==> src/rtl/vga_arb_pkg.sv <==
// Shared types and widths for the video RAM arbiter.
// Holds the arbiter state encoding and the fixed video-fetch byte select.
package vga_arb_pkg;

    localparam int ADR_W = 17;
    localparam int DAT_W = 16;

    localparam logic [1:0] SEL_VID = 2'b11;

    typedef enum logic [1:0] {
        IDLE    = 2'd0,
        GNT_VID = 2'd1,
        GNT_CPU = 2'd2
    } arb_state_e;

endpackage

==> src/rtl/vga_arb_watchdog.sv <==
// Grant watchdog: counts grant cycles without a RAM acknowledge.
// Flags expiry for exactly the cycle in which the last allowed cycle passes unacknowledged.
module vga_arb_watchdog #(
    parameter int TIMEOUT = 64
) (
    input  logic wb_clk_i,
    input  logic wb_rst_i,
    input  logic active,
    input  logic ack,
    input  logic clear,
    output logic expire
);

    logic [7:0] wd_cnt;

    always_ff @(posedge wb_clk_i) begin
        if (wb_rst_i || clear) begin
            wd_cnt <= 8'd0;
        end else if (active && !ack) begin
            wd_cnt <= wd_cnt + 8'd1;
        end
    end

    // An ack in the final cycle wins over expiry.
    assign expire = active && !ack && (wd_cnt == 8'(TIMEOUT - 1));

endmodule

==> src/rtl/vga_vram_arbiter.sv <==
// Two-master arbiter for the video RAM Wishbone port: video fetch has priority,
// the CPU is guaranteed a slot after a run of video grants, and a watchdog ends stuck grants.
module vga_vram_arbiter
    import vga_arb_pkg::*;
#(
    parameter int MAX_VID_RUN = 4,
    parameter int TIMEOUT     = 64
) (
    input  logic             wb_clk_i,
    input  logic             wb_rst_i,
    input  logic [ADR_W-1:0] cpu_adr_i,
    input  logic [DAT_W-1:0] cpu_dat_i,
    input  logic [1:0]       cpu_sel_i,
    input  logic             cpu_we_i,
    input  logic             cpu_stb_i,
    output logic [DAT_W-1:0] cpu_dat_o,
    output logic             cpu_ack_o,
    input  logic [ADR_W-1:0] vid_adr_i,
    input  logic             vid_stb_i,
    output logic [DAT_W-1:0] vid_dat_o,
    output logic             vid_ack_o,
    output logic [ADR_W-1:0] ram_adr_o,
    output logic [DAT_W-1:0] ram_dat_o,
    output logic [1:0]       ram_sel_o,
    output logic             ram_we_o,
    output logic             ram_stb_o,
    output logic             ram_cyc_o,
    input  logic [DAT_W-1:0] ram_dat_i,
    input  logic             ram_ack_i,
    output logic             gnt_vid_o,
    output logic             gnt_cpu_o,
    output logic             timeout_o
);

    localparam logic [3:0] RUN_MAX = 4'(MAX_VID_RUN);

    // Handshake: a master request (stb) is held until its ack or until it
    // withdraws; ack is a single-cycle pulse valid together with its data, and a
    // withdrawn strobe ends the grant with no ack.
    arb_state_e state_q, state_d;
    logic [3:0] run_cnt_q, run_cnt_d;
    logic       wd_active;
    logic       wd_expire;

    always_ff @(posedge wb_clk_i) begin
        if (wb_rst_i) begin
            state_q   <= IDLE;
            run_cnt_q <= 4'd0;
        end else begin
            state_q   <= state_d;
            run_cnt_q <= run_cnt_d;
        end
    end

    always_comb begin
        state_d   = state_q;
        run_cnt_d = run_cnt_q;
        ram_adr_o = '0;
        ram_dat_o = '0;
        ram_sel_o = 2'b00;
        ram_we_o  = 1'b0;
        ram_stb_o = 1'b0;
        cpu_ack_o = 1'b0;
        vid_ack_o = 1'b0;
        cpu_dat_o = ram_dat_i;
        case (state_q)
            IDLE: begin
                if (vid_stb_i && !(cpu_stb_i && run_cnt_q == RUN_MAX)) begin
                    state_d = GNT_VID;
                    if (!cpu_stb_i) begin
                        run_cnt_d = 4'd0;
                    end else if (run_cnt_q < RUN_MAX) begin
                        run_cnt_d = run_cnt_q + 4'd1;
                    end
                end else if (cpu_stb_i) begin
                    state_d   = GNT_CPU;
                    run_cnt_d = 4'd0;
                end
            end
            GNT_VID: begin
                ram_adr_o = vid_adr_i;
                ram_sel_o = SEL_VID;
                ram_stb_o = vid_stb_i;
                vid_ack_o = ram_ack_i && vid_stb_i;
                if (!vid_stb_i || ram_ack_i || wd_expire) begin
                    state_d = IDLE;
                end
            end
            GNT_CPU: begin
                ram_adr_o = cpu_adr_i;
                ram_dat_o = cpu_dat_i;
                ram_sel_o = cpu_sel_i;
                ram_we_o  = cpu_we_i;
                ram_stb_o = cpu_stb_i;
                // A stuck CPU access is released with a dummy zero read.
                cpu_ack_o = (ram_ack_i && cpu_stb_i) || wd_expire;
                if (wd_expire) begin
                    cpu_dat_o = '0;
                end
                if (!cpu_stb_i || ram_ack_i || wd_expire) begin
                    state_d = IDLE;
                end
            end
            default: begin
                state_d = IDLE;
            end
        endcase
    end

    assign wd_active = (state_q == GNT_VID && vid_stb_i) ||
                       (state_q == GNT_CPU && cpu_stb_i);

    vga_arb_watchdog #(
        .TIMEOUT (TIMEOUT)
    ) u_watchdog (
        .wb_clk_i (wb_clk_i),
        .wb_rst_i (wb_rst_i),
        .active   (wd_active),
        .ack      (ram_ack_i),
        .clear    (state_q == IDLE),
        .expire   (wd_expire)
    );

    assign vid_dat_o = ram_dat_i;
    assign ram_cyc_o = ram_stb_o;
    assign gnt_vid_o = (state_q == GNT_VID);
    assign gnt_cpu_o = (state_q == GNT_CPU);
    assign timeout_o = wd_expire;

endmodule
==> config.mk <==
export PLATFORM = sky130hd
export DESIGN_NAME = vga_vram_arbiter
export DESIGN_NICKNAME = d
export VERILOG_FILES = /design/src/rtl/vga_arb_pkg.sv /design/src/rtl/vga_arb_watchdog.sv /design/src/rtl/vga_vram_arbiter.sv
export SDC_FILE = /design/constraint.sdc
export NUM_CORES = 1
export LEC_CHECK = 0
export BUFFER_PORTS_ARGS = -buffer_cell sky130_fd_sc_hd__buf_2
export CORE_MARGIN = 8
export CORE_UTILIZATION = 33
export CTS_CLUSTER_DIAMETER = 60
export DETAILED_ROUTE_END_ITERATION = 8
export GPL_TIMING_DRIVEN = 0
export PLACE_DENSITY = 0.83
export SETUP_SLACK_MARGIN = 0.02
export SLEW_MARGIN = 20
export SYNTH_ARGS = -nofsm -noshare
export SYNTH_HDL_FRONTEND = slang
export SYNTH_SLANG_ARGS = --single-unit
==> constraint.sdc <==
create_clock -name wb_clk_i -period 1.94 [get_ports wb_clk_i]
set_input_delay 0.582 -clock wb_clk_i [delete_from_list [all_inputs] [get_ports wb_clk_i]]
set_output_delay 0.582 -clock wb_clk_i [all_outputs]
set_load 0.05 [all_outputs]
==> metrics.csv, run 1 <==
metric;value;unit
run status;finished, violations left;
failing checks;negative setup slack;
slowest CP cell;sky130_fd_sc_hd__dfxtp_2;
share of total power in the clock network;0.190;
max_cap viols;0;
Top Ports;149;
data arrival time of the critical path;1.86;ns
floorplan die area;0.007021;mm^2
largest net degree at the start of global routing;11;
Leakage Power;1.490;nW
Slew @ Worst Pin;0.5055;ns
clock root buffer;sky130_fd_sc_hd__clkbuf_8;
average footprint of a synthesized cell;7.777;um^2
GR Util met2;0.4000;
Final Wtd Congestion;0.8551;
clock-pin slew on the worst setup and hold paths;0.06;ns
synth-to-layout area growth;115.2;%
critical path type;flop to primary output;
via count of the routed design;2218;
power density over cell area;462.5;mW/mm^2
number of standard cells in the layout, taps in and fillers out;411;
proportion of synthesized chip area in sequential cells;0.1848;
via count of the first global-routing pass;2124;
CP most frequent cell;sky130_fd_sc_hd__buf_6;
per-cell routed wire length;22.90;um
Highest Clock Rate;408.7;MHz
global-route layer with the greatest usage;met2;
number of different library cells in the post-synthesis netlist;39;
instance count after placement with tap cells included;395;
RSZ-0062 raised after global routing;yes;
gate count after technology mapping;195;
fraction of layout instances using a drive strength above 1;0.7855;
sw power;0.6386;mW
Detail Placement HPWL;5261;um
startpoint type of the worst setup path;flop;
Net count, final;440;
Area after DPL;0.002564;mm^2
relative max-transition margin;0.6595;
met1 track demand over resource;0.2011;
WP data required;1.36;ns
sequential cell fraction of total power;0.199;
total negative slack;-16.90;ns
highest fanout seen on the critical path;8;
internal power contribution;0.8707;mW
met3 global-route usage;0.06055;
count of hold-fix buffers inserted at cts;0;
remaining global-route overflow;0;
worst path buffer plus inverter count;3;
clock period minus worst slack;2.447;ns
final hold violation count;0;
share of total power consumed by net switching;0.4231;
ratio of routed vias to standard cells;5.397;
least setup slack across all paths after layout;-0.5066;ns
warning count from the yosys run;0;
Post-route DRC;0;
die outline height;83.79;um
CTS sink count;14;
total power of the final layout;1.509;mW
classification of the worst-slack hold path;flop to flop;
sum of routed wire length over all layers;9412;um
placement-stage worst setup slack;-0.5524;ns
initial cell density of the core;0.3459;
fin crit share;1.261;
antenna fix cells;0;
Comb power frac;0.611;
Num CTS Buffers;3;
share of the core filled with cells;0.7443;
H-tree levels;1;
Final setup viols;52;
nets in the synthesized netlist;275;
number of DRC markers after the initial detailed-route iteration;115;
standard-cell row count;24;
antenna violations before repair;0;
DRT antenna net count;0;
maximum number of buffers from clock root to sink;2;
first-pass GRT wire length;11990;um
Core Footprint;0.004384;mm^2
clock latency on the worst-skew pair;0.25;ns
maximum clock skew at final layout;0.004068;ns
TritonCTS clock tree;done;
category of cells accounting for the largest share of critical-path delay;simple AND/OR/NAND/NOR gates;
Max Slew Vio Count;0;
area of the mapped netlist;0.001516;mm^2
Design Area, Final;0.003263;mm^2
worst IR drop on VDD;0.5434;mV
global routing usage summed across all routing layers;0.2063;
number of buffers added on ports;148;
chip width;83.79;um
number of register bits inferred by synthesis;14;
Initial DRT Pass Iterations;4;
category of the worst setup path capture point;primary output;
largest stage delay on the critical path;0.34;ns
critical-path cell list;inv_2 > ha_4 > a22oi_2 > nor4_4 > nand3_4 > buf_6 > and2_4 > buf_6;
Min Hold Slack;0.4879;ns
==> final cells by class <==
class | instances | area, um^2
buffer | 27 | 222.7
inverter | 6 | 25.02
sequential | 14 | 285.3
multi-input combinational | 146 | 1373
timing repair buffer | 162 | 1237
tap | 52 | 65.06
clock buffer | 4 | 55.05
fill | 257 | 1121
==> Yosys cell counts <==
cell	instances	share of area
sky130_fd_sc_hd__or2_2	1	0.0041
sky130_fd_sc_hd__dfxtp_1	14	0.18
sky130_fd_sc_hd__nand3_2	2	0.013
sky130_fd_sc_hd__buf_2	2	0.0066
sky130_fd_sc_hd__xnor2_1	7	0.040
sky130_fd_sc_hd__and2_4	10	0.058
sky130_fd_sc_hd__nand4_1	3	0.012
sky130_fd_sc_hd__nand2_1	8	0.020
sky130_fd_sc_hd__a22oi_1	17	0.084
sky130_fd_sc_hd__o211ai_1	1	0.0050
sky130_fd_sc_hd__buf_6	1	0.0074
sky130_fd_sc_hd__nor4_2	2	0.016
sky130_fd_sc_hd__o31a_1	1	0.0058
sky130_fd_sc_hd__and2_2	1	0.0050
sky130_fd_sc_hd__o211a_1	1	0.0066
sky130_fd_sc_hd__and2_1	24	0.099
sky130_fd_sc_hd__a22oi_2	1	0.0082
sky130_fd_sc_hd__nor4_4	1	0.014
sky130_fd_sc_hd__o21ba_2	1	0.0066
sky130_fd_sc_hd__nor2b_1	22	0.091
sky130_fd_sc_hd__clkbuf_1	6	0.015
sky130_fd_sc_hd__o31ai_1	2	0.0099
sky130_fd_sc_hd__o21ai_0	4	0.013
sky130_fd_sc_hd__nor4_1	1	0.0041
sky130_fd_sc_hd__nor4b_2	1	0.0099
sky130_fd_sc_hd__nand3_1	2	0.0066
sky130_fd_sc_hd__o21a_1	1	0.0050
sky130_fd_sc_hd__buf_4	18	0.089
sky130_fd_sc_hd__and3_1	1	0.0041
sky130_fd_sc_hd__nor2_1	11	0.027
sky130_fd_sc_hd__a21oi_1	6	0.020
sky130_fd_sc_hd__inv_1	6	0.015
sky130_fd_sc_hd__buf_1	2	0.0050
sky130_fd_sc_hd__ha_1	6	0.050
sky130_fd_sc_hd__and3b_1	1	0.0058
sky130_fd_sc_hd__nor3b_1	2	0.0099
sky130_fd_sc_hd__o21bai_1	1	0.0050
sky130_fd_sc_hd__o32ai_1	2	0.012
sky130_fd_sc_hd__nor3_1	2	0.0066
==> cell usage in the layout, fill, tap and decap left out, types with 10 or more instances in the layout <==
cell type                 count
sky130_fd_sc_hd__buf_8       10
sky130_fd_sc_hd__buf_2       93
sky130_fd_sc_hd__and2_4      20
sky130_fd_sc_hd__buf_6       46
sky130_fd_sc_hd__nor2_1      10
sky130_fd_sc_hd__and2_2      14
sky130_fd_sc_hd__nor2b_4     20
sky130_fd_sc_hd__buf_4       37
sky130_fd_sc_hd__a22oi_2     15
sky130_fd_sc_hd__dfxtp_1     12
==> what timing repair did <==
action,CTS,global route
gates cloned,2,1
setup buffers,7,5
setup endpoints to repair,57,58
pin swaps,4,9
resized for setup,118,45
==> power groups by stage <==
stage | logic, mW | clock network [mW] | registers, mW
after floorplan | 0.513 | 0 | 0.303
after global placement | 0.682 | 0 | 0.304
after detailed placement | 0.690 | 0 | 0.304
after CTS | 0.801 | 0.292 | 0.299
after global routing | 0.950 | 0.309 | 0.300
final | 0.922 | 0.287 | 0.300
==> layer usage <==
| layer | up-vias | share of wire |
|---|---|---|
| li1 | 975 | - |
| met1 | 1059 | 0.34 |
| met2 | 143 | 0.54 |
| met3 | 41 | 0.075 |
| met4 | 0 | 0.048 |
| met5 | - | 0 |
==> state kept, by name (all words and copies together) (netlist names) <==
register and cells:
u_watchdog.wd_cnt 8, run_cnt_q 4, state_q 2
==> path summary, 6_finish.rpt <==
path                                            end                      start  slack, ns  cells past startpoint
setup / recovery                      cpu_dat_o[10]    state_q[1]$_SDFFE_PP0P_      -0.51                      8
hold / removal            run_cnt_q[3]$_SDFFE_PP0P_  run_cnt_q[3]$_SDFFE_PP0P_       0.49                      1
setup reg to reg  u_watchdog.wd_cnt[5]$_SDFFE_PP0P_    state_q[1]$_SDFFE_PP0P_       0.06                     10
hold reg to reg           run_cnt_q[3]$_SDFFE_PP0P_  run_cnt_q[3]$_SDFFE_PP0P_       0.49                      1
==> kinds of logic (layout without fill, tap and decap cells) <==
kind of cell,count (synthesis),after routing,synth area share
and+or+nand+nor,95,95,0.4068
AOI/OAI and AO/OA,38,38,0.1807
buffers and inverters,35,199,0.1378
DFF,14,14,0.1848
xor gates and xnor gates,7,7,0.04043
adders and majority gates,6,6,0.04950
No activity file was read; power rests on OpenSTA's default activity.
==> inputs of run 2 (changes only) <==
- CELL_PAD_IN_SITES_DETAIL_PLACEMENT: not set -> 1
- CELL_PAD_IN_SITES_GLOBAL_PLACEMENT: not set -> 1
- CORE_UTILIZATION: 33 -> 21
- PLACE_DENSITY: 0.83 -> not set
- PLACE_DENSITY_LB_ADDON: not set -> 0.1
==> metrics.csv, run 2 (same netlist as run 1, synthesis figures left out) <==
metric;value;unit;change
run status;finished, violations left;;
failing checks;negative setup slack;;
global routing usage summed across all routing layers;0.1434;;-0.06285
first-pass GRT wire length;11640;um;-2.9%
Highest Clock Rate;412.0;MHz;+0.81%
standard-cell row count;31;;+29%
Fillers;844;;+230%
clock root buffer;sky130_fd_sc_hd__clkbuf_8;;
per-cell routed wire length;17.79;um;-22%
Max Slew Vio Count;0;;unchanged
highest fanout seen on the critical path;8;;unchanged
floorplan die area;0.01020;mm^2;+45%
H-tree levels;1;;unchanged
maximum clock skew at final layout;0.006641;ns;+0.002573 ns
initial cell density of the core;0.2125;;-0.1334
instance count after placement with tap cells included;442;;+12%
CP most frequent cell;sky130_fd_sc_hd__buf_6;;
clock period minus worst slack;2.427;ns;-0.01966 ns
Largest register FFs;8;;unchanged
top layer reached by signal wires;met4;;
category of the worst setup path capture point;primary output;;
die outline height;101.0;um;+21%
Core Footprint;0.007137;mm^2;+63%
Final Wtd Congestion;0.7584;;-11%
setup slack of the worst register-to-register path;0.10;ns;+0.04 ns
number of standard cells in the layout, taps in and fillers out;471;;+15%
clock-pin slew on the worst setup and hold paths;0.07;ns;about the same
antenna fix cells;0;;unchanged
number of buffers added on ports;148;;unchanged
Top Registers;u_watchdog.wd_cnt: 8 flops, run_cnt_q: 4 flops, state_q: 2 flops;;
relative max-transition margin;0.6397;;-0.01972
CTS sink count;14;;unchanged
total negative slack;-16.95;ns;-0.05730 ns
TritonCTS clock tree;done;;
Detail Placement HPWL;6085;um;+16%
sum of routed wire length over all layers;8381;um;-11%
max_cap viols;0;;unchanged
final hold violation count;0;;unchanged
ratio of routed vias to standard cells;4.463;;-17%
count of hold-fix buffers inserted at cts;0;;unchanged
startpoint type of the worst setup path;flop;;
largest net degree at the start of global routing;11;;unchanged
classification of the worst-slack hold path;flop to flop;;
WP data required;1.36;ns;about the same
DRT antenna net count;0;;unchanged
power density over cell area;422.3;mW/mm^2;-8.7%
via count of the first global-routing pass;2210;;+4.0%
fin crit share;1.251;;-0.01013
top library cells by usage in the layout, fill and taps aside;sky130_fd_sc_hd__buf_2 (94), sky130_fd_sc_hd__buf_6 (42), sky130_fd_sc_hd__buf_8 (31);;
slowest CP cell;sky130_fd_sc_hd__dfxtp_2;;
fraction of layout instances using a drive strength above 1;0.8118;;+0.02631
register ranked first by flip-flop count;u_watchdog.wd_cnt;;
data arrival time of the critical path;1.84;ns;-0.02 ns
maximum number of buffers from clock root to sink;2;;unchanged
Num CTS Buffers;3;;unchanged
chip width;101.0;um;+21%
Leakage Power;1.631;nW;+9.5%
remaining global-route overflow;0;;unchanged
placement-stage worst setup slack;-0.6056;ns;-0.05319 ns
Top Ports;149;;unchanged
least setup slack across all paths after layout;-0.4870;ns;+0.01966 ns
antenna violations before repair;0;;unchanged
worst IR drop on VDD;0.3313;mV;-39%
commonest non-fill, non-tap cell in the layout;sky130_fd_sc_hd__buf_2;;
RSZ-0062 raised after global routing;yes;;
synth-to-layout area growth;141.4;%;
Final setup viols;57;;+9.6%
via count of the routed design;2102;;-5.2%
Slew @ Worst Pin;0.5348;ns;+0.02928 ns
Net count, final;453;;+3.0%
clock latency on the worst-skew pair;0.25;ns;about the same
length of routed wiring on met1;2979;um;-6.4%
largest stage delay on the critical path;0.34;ns;about the same
Post-route DRC;0;;unchanged
critical-path cell list;inv_2 > ha_4 > a22oi_2 > nor4_4 > nand3_4 > buf_6 > and2_4 > buf_6;;
Initial DRT Pass Iterations;4;;unchanged
critical path type;flop to primary output;;
detailed-routed wire length on met3;751;um;+7.0%
detailed-routed wire length on met2;4427;um;-13%
number of DRC markers after the initial detailed-route iteration;54;;-53%
## run 2: final cells by class
| type | instances | area [um^2] | area share |
|---|---|---|---|
| inverter | 6 | 25.02 | 0.006835 |
| timing repair buffer | 174 | 1468 | 0.4009 |
| tap | 99 | 123.9 | 0.03383 |
| sequential | 14 | 287.8 | 0.07861 |
| clock buffer | 4 | 55.05 | 0.01504 |
| buffer | 28 | 270.3 | 0.07382 |
| multi-input combinational | 146 | 1431 | 0.3910 |
## run 2: final timing paths
check                                          from                                end  cells past startpoint
setup reg to reg            state_q[1]$_SDFFE_PP0P_  u_watchdog.wd_cnt[4]$_SDFFE_PP0P_                     10
hold reg to reg   u_watchdog.wd_cnt[1]$_SDFFE_PP0P_  u_watchdog.wd_cnt[1]$_SDFFE_PP0P_                      2
setup / recovery            state_q[1]$_SDFFE_PP0P_                       cpu_dat_o[9]                      8
hold / removal    u_watchdog.wd_cnt[1]$_SDFFE_PP0P_  u_watchdog.wd_cnt[1]$_SDFFE_PP0P_                      2
## run 2: critical path, delay by kind of cell (launching register included)
family                     cells  cell delay (ns)
and+or+nand+nor                3             0.60
buffers and inverters          3             0.38
DFF                            1             0.34
adders and majority gates      1             0.16
AOI/OAI and AO/OA              1             0.11
## run 2: stage by stage
| step | hold WS, ns | util | cell area, um^2 | power, mW |
|---|---|---|---|---|
| floorplan | 0.4552 | - | 1758 | 0.8165 |
| global placement | 0.4820 | 0.3675 | 2623 | 1.004 |
| detailed placement | 0.4917 | 0.3675 | 2623 | 1.008 |
| CTS | 0.5009 | 0.4748 | 3388 | 1.483 |
| global route | 0.5306 | 0.5130 | 3661 | 1.622 |
| finish | 0.5002 | 0.5130 | 3661 | 1.546 |
## run 2: report_power, final
part	internal, mW	switching (mW)	total (mW)
Combinational	0.439	0.511	0.950
Sequential	0.293	0.00639	0.299
Clock	0.180	0.117	0.297
## run 2: routing by layer
metal	vias up	global-route usage
met3	15	0.05456
li1	1007	-
met5	-	0
met4	0	0.01947
met2	103	0.2802
met1	977	0.1413
## run 2: repair_timing
action	in CTS	in global routing
cloned	4	2
gates resized for setup	168	59
pin swaps	4	11
endpoints found under the setup margin	57	57
buffers inserted	12	11
==> inputs of run 3 (changes only) <==
- CORE_UTILIZATION: 21 -> 20
- PLACE_DENSITY: not set -> 0.84
- PLACE_DENSITY_LB_ADDON: 0.1 -> not set
- SYNTH_HIERARCHICAL: not set -> 1
==> metrics.csv, run 3 <==
metric;value;unit;change
number of register bits inferred by synthesis;14;;unchanged
register ranked first by flip-flop count;u_watchdog/wd_cnt;;
antenna fix cells;0;;unchanged
max_cap viols;0;;unchanged
Post-route DRC;0;;unchanged
Core Footprint;0.006832;mm^2;-4.3%
worst IR drop on VDD;0.2714;mV;-18%
number of flops mapped to enable cells by yosys;0;;unchanged
Highest Clock Rate;363.6;MHz;-12%
classification of the worst-slack hold path;flop to flop;;
Min-Delay Startpoint;u_watchdog/wd_cnt[5]$_SDFFE_PP0P_;;
Design Area, Final;0.003782;mm^2;+3.3%
fraction of post-synthesis cell area in the top cell type by area;0.1977;;+0.01289
fraction of layout instances using a drive strength above 1;0.8404;;+0.02860
Max Slew Vio Count;0;;unchanged
most frequent cell after synthesis;sky130_fd_sc_hd__and2_1;;
number of buffers added on ports;148;;unchanged
maximum clock skew at final layout;0.003832;ns;-0.002809 ns
least setup slack across all paths after layout;-0.8105;ns;-0.3236 ns
Net count, final;457;;+0.88%
clock latency on the worst-skew pair;0.25;ns;about the same
startpoint of the most critical register-to-register path;state_q[1]$_SDFFE_PP0P_;;
warning count from the yosys run;6;;+6
total negative slack;-32.58;ns;-15.63 ns
crit path from;state_q[1]$_SDFFE_PP0P_;;
first-pass GRT wire length;16800;um;+44%
final hold violation count;0;;unchanged
highest fanout seen on the critical path;3;;-5
via count of the first global-routing pass;2552;;+15%
CTS sink count;14;;unchanged
failing checks;negative setup slack;;
RSZ-0062 raised after global routing;yes;;
per-cell routed wire length;28.60;um;+61%
category of the worst setup path capture point;flop;;
Final setup viols;67;;+18%
floorplan die area;0.01004;mm^2;-1.5%
average footprint of a synthesized cell;7.622;um^2;-2.0%
relative max-transition margin;0.7038;;+0.06409
number of different library cells in the post-synthesis netlist;42;;+7.7%
Top Registers;u_watchdog/wd_cnt: 8 flops, run_cnt_q: 4 flops, state_q: 2 flops;;
initial cell density of the core;0.2075;;-0.004973
number of DRC markers after the initial detailed-route iteration;83;;+54%
list of most frequent post-synthesis cells;sky130_fd_sc_hd__and2_1 (34), sky130_fd_sc_hd__nor2b_1 (20), sky130_fd_sc_hd__a22oi_1 (17), sky130_fd_sc_hd__buf_4 (17), sky130_fd_sc_hd__dfxtp_1 (14);;
Num CTS Buffers;3;;unchanged
top cells by area, synth;sky130_fd_sc_hd__dfxtp_1 (20%), sky130_fd_sc_hd__and2_1 (15%), sky130_fd_sc_hd__a22oi_1 (9.0%), sky130_fd_sc_hd__buf_4 (9.0%), sky130_fd_sc_hd__nor2b_1 (8.8%);;
sum of routed wire length over all layers;13500;um;+61%
TritonCTS clock tree;done;;
remaining global-route overflow;0;;unchanged
Most used DFF post-synth;sky130_fd_sc_hd__dfxtp_1;;
CP most frequent cell;sky130_fd_sc_hd__buf_6;;
H-tree levels;1;;unchanged
Largest register FFs;8;;unchanged
count of hold-fix buffers inserted at cts;0;;unchanged
chip width;100.2;um;-0.78%
startpoint type of the worst setup path;flop;;
Leakage Power;1.695;nW;+3.9%
ratio of routed vias to standard cells;5.153;;+15%
critical-path cell list;inv_4 > ha_4 > a22oi_2 > inv_2 > buf_4 > buf_6 > buf_6 > buf_6 > buf_6 > buf_6 > buf_6 > buf_6 > buf_6 > buf_6 > buf_6 > buf_6 > nand3b_1 > xor2_1 > nor2_1;;
worst path buffer plus inverter count;14;;+11
largest stage delay on the critical path;0.40;ns;+0.06 ns
power density over cell area;460.5;mW/mm^2;+9.0%
Top Ports;149;;unchanged
slowest CP cell;sky130_fd_sc_hd__dfxtp_4;;
share of synthesized flip-flops with an asynchronous set or reset;0;;unchanged
commonest non-fill, non-tap cell in the layout;sky130_fd_sc_hd__buf_2;;
clock-pin slew on the worst setup and hold paths;0.06;ns;about the same
nets in the synthesized netlist;266;;-3.3%
run status;finished, violations left;;
maximum number of buffers from clock root to sink;2;;unchanged
DRT antenna net count;0;;unchanged
category of cells accounting for the largest share of critical-path delay;buffers and inverters;;
placement-stage worst setup slack;-0.9522;ns;-0.3465 ns
top library cells by usage in the layout, fill and taps aside;sky130_fd_sc_hd__buf_2 (90), sky130_fd_sc_hd__buf_6 (52), sky130_fd_sc_hd__buf_4 (34);;
proportion of synthesized chip area in sequential cells;0.1977;;+0.01289
share of the core filled with cells;0.5537;;+0.04069
critical path type;flop to flop;;
Min Hold Slack;0.5385;ns;+0.03822 ns
Initial DRT Pass Iterations;4;;unchanged
Detail Placement HPWL;6150;um;+1.1%
synth-to-layout area growth;166.8;%;
most area-hungry cell type in the Yosys netlist;sky130_fd_sc_hd__dfxtp_1;;
area of the mapped netlist;0.001418;mm^2;-6.5%
Area after DPL;0.002559;mm^2;-2.4%
WP data required;2.05;ns;+0.69 ns
fin crit share;1.418;;+0.1668
Slew @ Worst Pin;0.4403;ns;-0.09443 ns
via count of the routed design;2432;;+16%
data arrival time of the critical path;2.86;ns;+1.02 ns
standard-cell row count;30;;-3.2%
antenna violations before repair;0;;unchanged
global routing usage summed across all routing layers;0.2245;;+0.08104
largest net degree at the start of global routing;11;;unchanged
Final Wtd Congestion;0.7750;;+2.2%
clock period minus worst slack;2.751;ns;+0.3236 ns
die outline height;100.2;um;-0.78%
gate count after technology mapping;186;;-4.6%
clock root buffer;sky130_fd_sc_hd__clkbuf_8;;
## run 3: per-layer routing
| layer | vias to the layer above | share of wire | GRT usage |
|---|---|---|---|
| met5 | - | 0 | 0 |
| met4 | 0 | 0.066 | 0.1093 |
| met3 | 50 | 0.064 | 0.05882 |
| met2 | 167 | 0.54 | 0.4559 |
| met1 | 1204 | 0.33 | 0.1956 |
| li1 | 1011 | - | - |
## run 3: per-stage QoR
step | std cells | total power, mW
final | 472 | 1.742
after global routing | 472 | 1.796
after CTS | 468 | 1.615
after detailed placement | 430 | 1.038
after global placement | 430 | 1.024
after floorplan | 186 | 0.8464
## run 3: worst register-to-register path: stages (launching register included)
cell                       delay [ns]
sky130_fd_sc_hd__dfxtp_4         0.40
sky130_fd_sc_hd__inv_4           0.06
sky130_fd_sc_hd__ha_4            0.18
sky130_fd_sc_hd__a22oi_2         0.20
sky130_fd_sc_hd__inv_2           0.07
sky130_fd_sc_hd__buf_4           0.14
sky130_fd_sc_hd__buf_6           0.11
sky130_fd_sc_hd__buf_6           0.11
sky130_fd_sc_hd__buf_6           0.11
sky130_fd_sc_hd__buf_6           0.10
sky130_fd_sc_hd__buf_6           0.10
sky130_fd_sc_hd__buf_6           0.11
sky130_fd_sc_hd__buf_6           0.11
sky130_fd_sc_hd__buf_6           0.10
sky130_fd_sc_hd__buf_6           0.10
sky130_fd_sc_hd__buf_6           0.10
sky130_fd_sc_hd__buf_6           0.11
sky130_fd_sc_hd__nand3b_1        0.12
sky130_fd_sc_hd__xor2_1          0.19
sky130_fd_sc_hd__nor2_1          0.09
## run 3: area by class of cell
type | instances | area [um^2]
Tap cell | 96 | 120.1
Clock buffer | 4 | 55.05
Inverter | 7 | 31.28
Sequential cell | 14 | 287.8
Buffer | 26 | 281.5
Multi-Input combinational cell | 137 | 1383
Fill cell | 774 | 3049
Timing Repair Buffer | 188 | 1624
## run 3: what timing repair did
action | CTS | global route
setup buffers | 30 | 7
endpoints found under the setup margin | 59 | 67
endpoints found under the hold margin | 0 | 0
gates cloned | 4 | 2
pin swaps | 25 | 24
resized for setup | 197 | 39
## run 3: cell families after synthesis
kind of cell	Yosys count	synth area share
flops	14	0.1977
xor+xnor	2	0.01236
buf+inv	35	0.1448
mux	2	0.01500
fa+ha+maj	6	0.05296
compound gates	44	0.2101
simple gates	83	0.3672
## run 3: worst paths after layout
path,to,slack [ns],depth (start not counted)
max,u_watchdog/wd_cnt[2]$_SDFFE_PP0P_,-0.81,19
min,u_watchdog/wd_cnt[5]$_SDFFE_PP0P_,0.54,2
max reg2reg,u_watchdog/wd_cnt[2]$_SDFFE_PP0P_,-0.81,19
min reg2reg,u_watchdog/wd_cnt[5]$_SDFFE_PP0P_,0.54,2
## run 3: power breakdown
part / internal (mW) / switching, mW
combinational: 0.530 / 0.627
clock: 0.180 / 0.103
sequential: 0.293 / 0.00900
total: 1.00 / 0.739
